### src/rtl/debug_step_ctrl.sv
// Debug run/step/breakpoint controller that gates CPU state updates and arbitrates loader access.
// Optional cycle counter is built only when DBG_CYCLE_CNT_EN is defined.
module debug_step_ctrl #(
  parameter int PC_W  = 32,
  parameter int CNT_W = 32
) (
  input  logic             clk,
  input  logic             rstn,
  input  logic             run_req,
  input  logic             step_req,
  input  logic             halt_req,
  input  logic             ld_req,
  input  logic             bp_en,
  input  logic [PC_W-1:0]  bp_addr,
  input  logic [PC_W-1:0]  pc,
  input  logic             cnt_clr,
  output logic             cpu_en,
  output logic [1:0]       state,
  output logic             ld_gnt,
  output logic             bp_hit,
  output logic             step_done,
  output logic [CNT_W-1:0] cycle_cnt
);

  localparam logic [1:0] S_HALT = 2'b00;
  localparam logic [1:0] S_RUN  = 2'b01;
  localparam logic [1:0] S_STEP = 2'b10;
  localparam logic [1:0] S_LOAD = 2'b11;

  logic [1:0] r_state;
  logic [1:0] w_state_nxt;
  logic       r_skip;
  logic       r_bp_hit;
  logic       r_step_done;
  logic       w_bp_match;
  logic       w_run_stop;
  logic       w_cpu_en;

  // Skip suppresses the match on the first RUN cycle so a resume at bp_addr makes progress.
  assign w_bp_match = bp_en && (pc == bp_addr) && !r_skip;
  assign w_run_stop = halt_req || w_bp_match;

  always_comb begin
    w_cpu_en = 1'b0;
    case (r_state)
      S_RUN:   w_cpu_en = !w_run_stop;
      S_STEP:  w_cpu_en = 1'b1;
      default: w_cpu_en = 1'b0;
    endcase
  end

  always_comb begin
    w_state_nxt = r_state;
    case (r_state)
      S_HALT: begin
        if (ld_req)        w_state_nxt = S_LOAD;
        else if (run_req)  w_state_nxt = S_RUN;
        else if (step_req) w_state_nxt = S_STEP;
      end
      S_RUN:   if (w_run_stop) w_state_nxt = S_HALT;
      S_STEP:  w_state_nxt = S_HALT;
      default: if (!ld_req) w_state_nxt = S_HALT;
    endcase
  end

  always_ff @(posedge clk or negedge rstn) begin
    if (!rstn) begin
      r_state     <= S_HALT;
      r_skip      <= 1'b0;
      r_bp_hit    <= 1'b0;
      r_step_done <= 1'b0;
    end else begin
      r_state     <= w_state_nxt;
      r_bp_hit    <= (r_state == S_RUN) && w_bp_match;
      r_step_done <= (r_state == S_STEP);
      if ((r_state == S_HALT) && (w_state_nxt == S_RUN))
        r_skip <= 1'b1;
      else if (r_state == S_RUN)
        r_skip <= 1'b0;
    end
  end

  assign cpu_en    = w_cpu_en;
  assign state     = r_state;
  assign ld_gnt    = (r_state == S_LOAD);
  assign bp_hit    = r_bp_hit;
  assign step_done = r_step_done;

`ifdef DBG_CYCLE_CNT_EN
  function automatic logic [CNT_W-1:0] sat_inc(input logic [CNT_W-1:0] v);
    if (v == {CNT_W{1'b1}}) return v;
    return v + {{(CNT_W-1){1'b0}}, 1'b1};
  endfunction

  logic [CNT_W-1:0] r_cnt;

  always_ff @(posedge clk or negedge rstn) begin
    if (!rstn)         r_cnt <= '0;
    else if (cnt_clr)  r_cnt <= '0;
    else if (w_cpu_en) r_cnt <= sat_inc(r_cnt);
  end

  assign cycle_cnt = r_cnt;
`else
  logic w_unused_cnt_clr;
  assign w_unused_cnt_clr = cnt_clr;
  assign cycle_cnt        = '0;
`endif

endmodule

### config.mk
export PLATFORM = sky130hd
export DESIGN_NAME = debug_step_ctrl
export DESIGN_NICKNAME = d
export VERILOG_FILES = /design/src/rtl/debug_step_ctrl.sv
export SDC_FILE = /design/constraint.sdc
export NUM_CORES = 1
export LEC_CHECK = 0
export CORE_MARGIN = 1
export CORE_UTILIZATION = 29
export DETAILED_ROUTE_END_ITERATION = 12
export GPL_TIMING_DRIVEN = 1
export PLACE_DENSITY = 0.86
export SYNTH_ARGS = -nofsm -noshare
export SYNTH_HDL_FRONTEND = slang
export SYNTH_SLANG_ARGS = --single-unit
### constraint.sdc
create_clock -name clk -period 4.45 [get_ports clk]
set_input_delay 0.89 -clock clk [delete_from_list [all_inputs] [get_ports clk]]
set_output_delay 0.89 -clock clk [all_outputs]
set_load 0.02 [all_outputs]
### Word-level counts from Yosys, hierarchy flattened

Index checks and enable logic that the tools add are counted.

| operators by class | value |
|---|---|
| eq/ne operators | 5 |
| mux-type cells | 9 |
| reductions and logical operators | 9 |

Operators with widths:

| cell | count |
|---|---|
| == test 32 bit | 1 |
| two-way mux 2 bit | 5 |
| one-hot mux 2 bit (3 select lines) | 1 |
| == test 2 x 1 -> 1 bit (second input constant) | 2 |
| == test 2 bit (second input constant) | 2 |
| logical AND 1 bit | 4 |
| logical NOT 1 bit | 2 |
| logical NOT 2 bit | 1 |
| two-way mux 1 bit | 2 |
| one-hot mux 1 bit (2 select lines) | 1 |
| nonzero test 2 bit | 1 |
| logical OR 1 bit | 1 |

| storage, ports and cells | value |
|---|---|
| bits in registers | 5 |
| input port bits | 72 |
| output and inout bits | 38 |
| logic and storage cells | 27 |

### Longest topological paths before layout

| depth | value |
|---|---|
| word-level depth | 9 |
| gate-level depth with buffers | 7 |
| mapped depth without buffers | 7 |

### Worst setup path before layout

OpenSTA, ideal clock, no wires.

| path | value |
|---|---|
| kind | input port to output port |
| start | input bp_addr[4] |
| end | output cpu_en |
| data arrival time | 1,999 ps |
| required time | 3,560 ps |
| setup slack | 1,561 ps |
| stages | 5 |
| buffers on the path | 0 |
| cells stage by stage | xor2_1 nor4_1 nand4_1 nor4_4 a21oi_1 |

| between the ends | value |
|---|---|
| cells in the longest elaborated chain, start to end | 6 |

RTL lines:

| item | line | RTL |
|---|---|---|
| from (decl) | 14 | `input logic [PC_W-1:0] bp_addr,` |
| == test 32 bit | 40 | `assign w_bp_match = bp_en && (pc == bp_addr) && !r_skip;` |
| logical AND 1 bit (2 in a row) | 40 |  |
| logical OR 1 bit | 41 | `assign w_run_stop = halt_req \|\| w_bp_match;` |
| logical NOT 1 bit | 46 | `S_RUN: w_cpu_en = !w_run_stop;` |
| one-hot mux 1 bit (2 select lines) | 45 | `case (r_state)` |
| to (decl) | 17 | `output logic cpu_en,` |

No other way between the ends.

### Worst setup path in the final report

| path | value |
|---|---|
| start | input bp_addr[12] |
| end | output cpu_en |

Same word-level chain as after synthesis.

==> metrics.txt <==
maximum clock rate roughly 0.25 GHz; post-layout util 0.543; Placed Cells 234; Multi-input gate area 681 um2; Synth area leaders xor2_1 (26%), buf_4 (25%), dfrtp_1 (13%); Setup Buffers After CTS 0; row cnt 20; Remaining DRCs 0; Yosys reg bits 5; Clock Sinks 5; Post-Syn Area per Cell slightly above 8 um2; fill cell count 298; Final Hold Viols 0; CTS tree built; drt pass-1 iters 3; Die X-Extent 59.3 um; Final nets between 200 and 300; Final setup viols 0; CTS root buffer clkbuf_4; CP Data Arrival Time just over 3 ns; WL/cell between 9 and 10 um; die area 3520 um2; CTS buffer count 3; Final min period 3.95 ns; area leader, netlist xor2_1; maximum VDD drop 85.9 uV; Initial DRC Count 30; largest net degree at the start of global routing 8; Hold-fix buffers, CTS 0; Pint 0.248 mW; share of cells above drive strength 1 0.0206; asr flop ratio synth 1.00; Worst Hold Class reg2reg; worst path required time 3.56 ns; Reg area about 130 um2; Clock Path Buffers 2; Chip Height ~60 um; Yosys top cell area share 0.258; DP HPWL 1.98 mm; Lkg Pwr 0.730 nW; CP Launch Type input port; synth cell count leaders buf_4 (32), xor2_1 (28), nor4_1 (7); vias in the first global route 873; unrepaired setup endpoints after global routing false; Yosys cell types 26; sequential fraction of design power 0.191; post-route ant nets 0; CTS clk-pin slew, worst paths 0.04 ns; synthesized area 952 um2; GRT Resource Usage Total 0.122; Critical Path Max Stage Delay ~0.55 ns; Vias/cell 4.05; later-pin clock latency in the skew report 0.25 ns; Starting Density 0.309; Synth Warn # 0; I/O Buffers 76; Total Neg Setup Slack 0 ns; CP Class in2out; main flop type after synthesis dfrtp_1; worst path cell trace clkdlybuf4s50_1 > xor2_1 > nor4_1 > nand4_1 > nor4_4 > a21oi_1 > clkdlybuf4s50_1; Max FO, Critical Path 5; total power 0.426 mW; post_cts resized 0; Post-synth EDFFs 0; CP most frequent cell clkdlybuf4s50_1; RePlAce Congestion around 0.8; clock skew after layout 0.00310 ns; total gr overflow 0; total number of vias 965; most frequent cell after synthesis buf_4; Combinational Power Share 0.682; I/O pins between 100 and 150; H-tree depth 1; clock power share 0.127; sequential share of the synthesized area 0.131; maximum capacitance violations 0; global-route wire length before repair 3.27 mm; Core Box Area 3080 um2; total routed wirelength 2.15 mm; Slowest cell on crit path clkdlybuf4s50_1; status complete, no violations; Post-Layout Cell Count between 200 and 250; final period utilization 0.887; Antenna Cells 0; Cells after Synth about 120; Max Slew Vio Count 0; antenna violations before repair 0; Switching Fraction 0.418; Area growth, synth to finish 75.4%; CP Capture Type primary output; pwr/cell area 255 nW/um2; switching pwr 0.178 mW
## area by class of cell
type | count | share of cell area
Clock buffer | 4 | 0.0157
Inverter | 6 | 0.0135
Multi-Input combinational cell | 103 | 0.407
Sequential cell | 5 | 0.0749
Tap cell | 44 | 0.0330
Timing Repair Buffer | 76 | 0.455
## worst max-delay path, delay by kind of cell
family                    cells  cell delay (ns)
buffers and inverters         2             0.97
and+or+nand+nor               3             0.91
xor gates and xnor gates      1             0.16
AOI/OAI and AO/OA             1             0.12
## stage by stage
step	hold slack [ns]	setup WS (ns)	cell area (um2)
floorplan	0.537	1.56	1070
global placement	0.568	0.449	1640
detailed placement	0.577	0.452	1640
CTS	0.589	0.446	1670
global route	0.621	0.317	1670
finish	0.591	0.503	1670
## placed cells by master, fill, tap and decap left out, drive strengths merged, types with 2 or more instances in the layout
cell,n
nand2,3
clkbuf,4
clkdlybuf4s50,76
xnor2,4
o21ai,4
and2,2
nor4,8
dfrtp,5
ha,4
conb,32
xor2,28
o21bai,2
nor2b,2
inv,6
nor2,2
a21oi,2
## sequential cells by signal, indices dropped and copies added (netlist names)
signal     flops
bp_hit         1
r_skip         1
step_done      1
state          2
## metal layers
layer  vias to the layer above  track usage  routed length (um)
met2                        58        0.258                1220
li1                        477            -                   -
met1                       428        0.109                 690
met4                         0       0.0476                  14
met5                         -            0                   0
met3                         2       0.0240                 226
## worst paths after layout
kind / cells after the start / slack [ns] / from / to
hold / removal: 2 / 0.59 / r_skip$_DFFE_PN0P_ / r_skip$_DFFE_PN0P_
min in group asynchronous: 1 / 0.85 / rstn / step_done$_DFF_PN0_
max in group asynchronous: 1 / 3.41 / rstn / r_skip$_DFFE_PN0P_
setup / recovery: 7 / 0.50 / bp_addr[12] / cpu_en
hold reg to reg: 2 / 0.59 / r_skip$_DFFE_PN0P_ / r_skip$_DFFE_PN0P_
setup reg to reg: 6 / 2.59 / state[0]$_DFF_PN0_ / r_skip$_DFFE_PN0P_
## power groups by stage
stage / clock, mW / sequential, mW / combinational (mW)
6_report: 0.0540 / 0.0813 / 0.290
5_1_grt: 0.0599 / 0.0833 / 0.320
3_5_place_dp: 0 / 0.0811 / 0.290
4_1_cts: 0.0564 / 0.0809 / 0.291
3_3_place_gp: 0 / 0.0815 / 0.284
2_1_floorplan: 0 / 0.0923 / 0.165
## cells by family (layout without fill, tap and decap cells)
logic type	count (synthesis)	after routing	share of synthesized area
buffers and inverters	38	86	0.276
XOR/XNOR	32	32	0.294
AND/OR/NAND/NOR	21	21	0.143
AO/OA/AOI/OAI	14	14	0.0986
flip-flops	5	5	0.131
adder cells (fa/ha/maj)	4	4	0.0526
other	1	32	0.00394
Note: power is estimated with default switching activity, not from simulation.
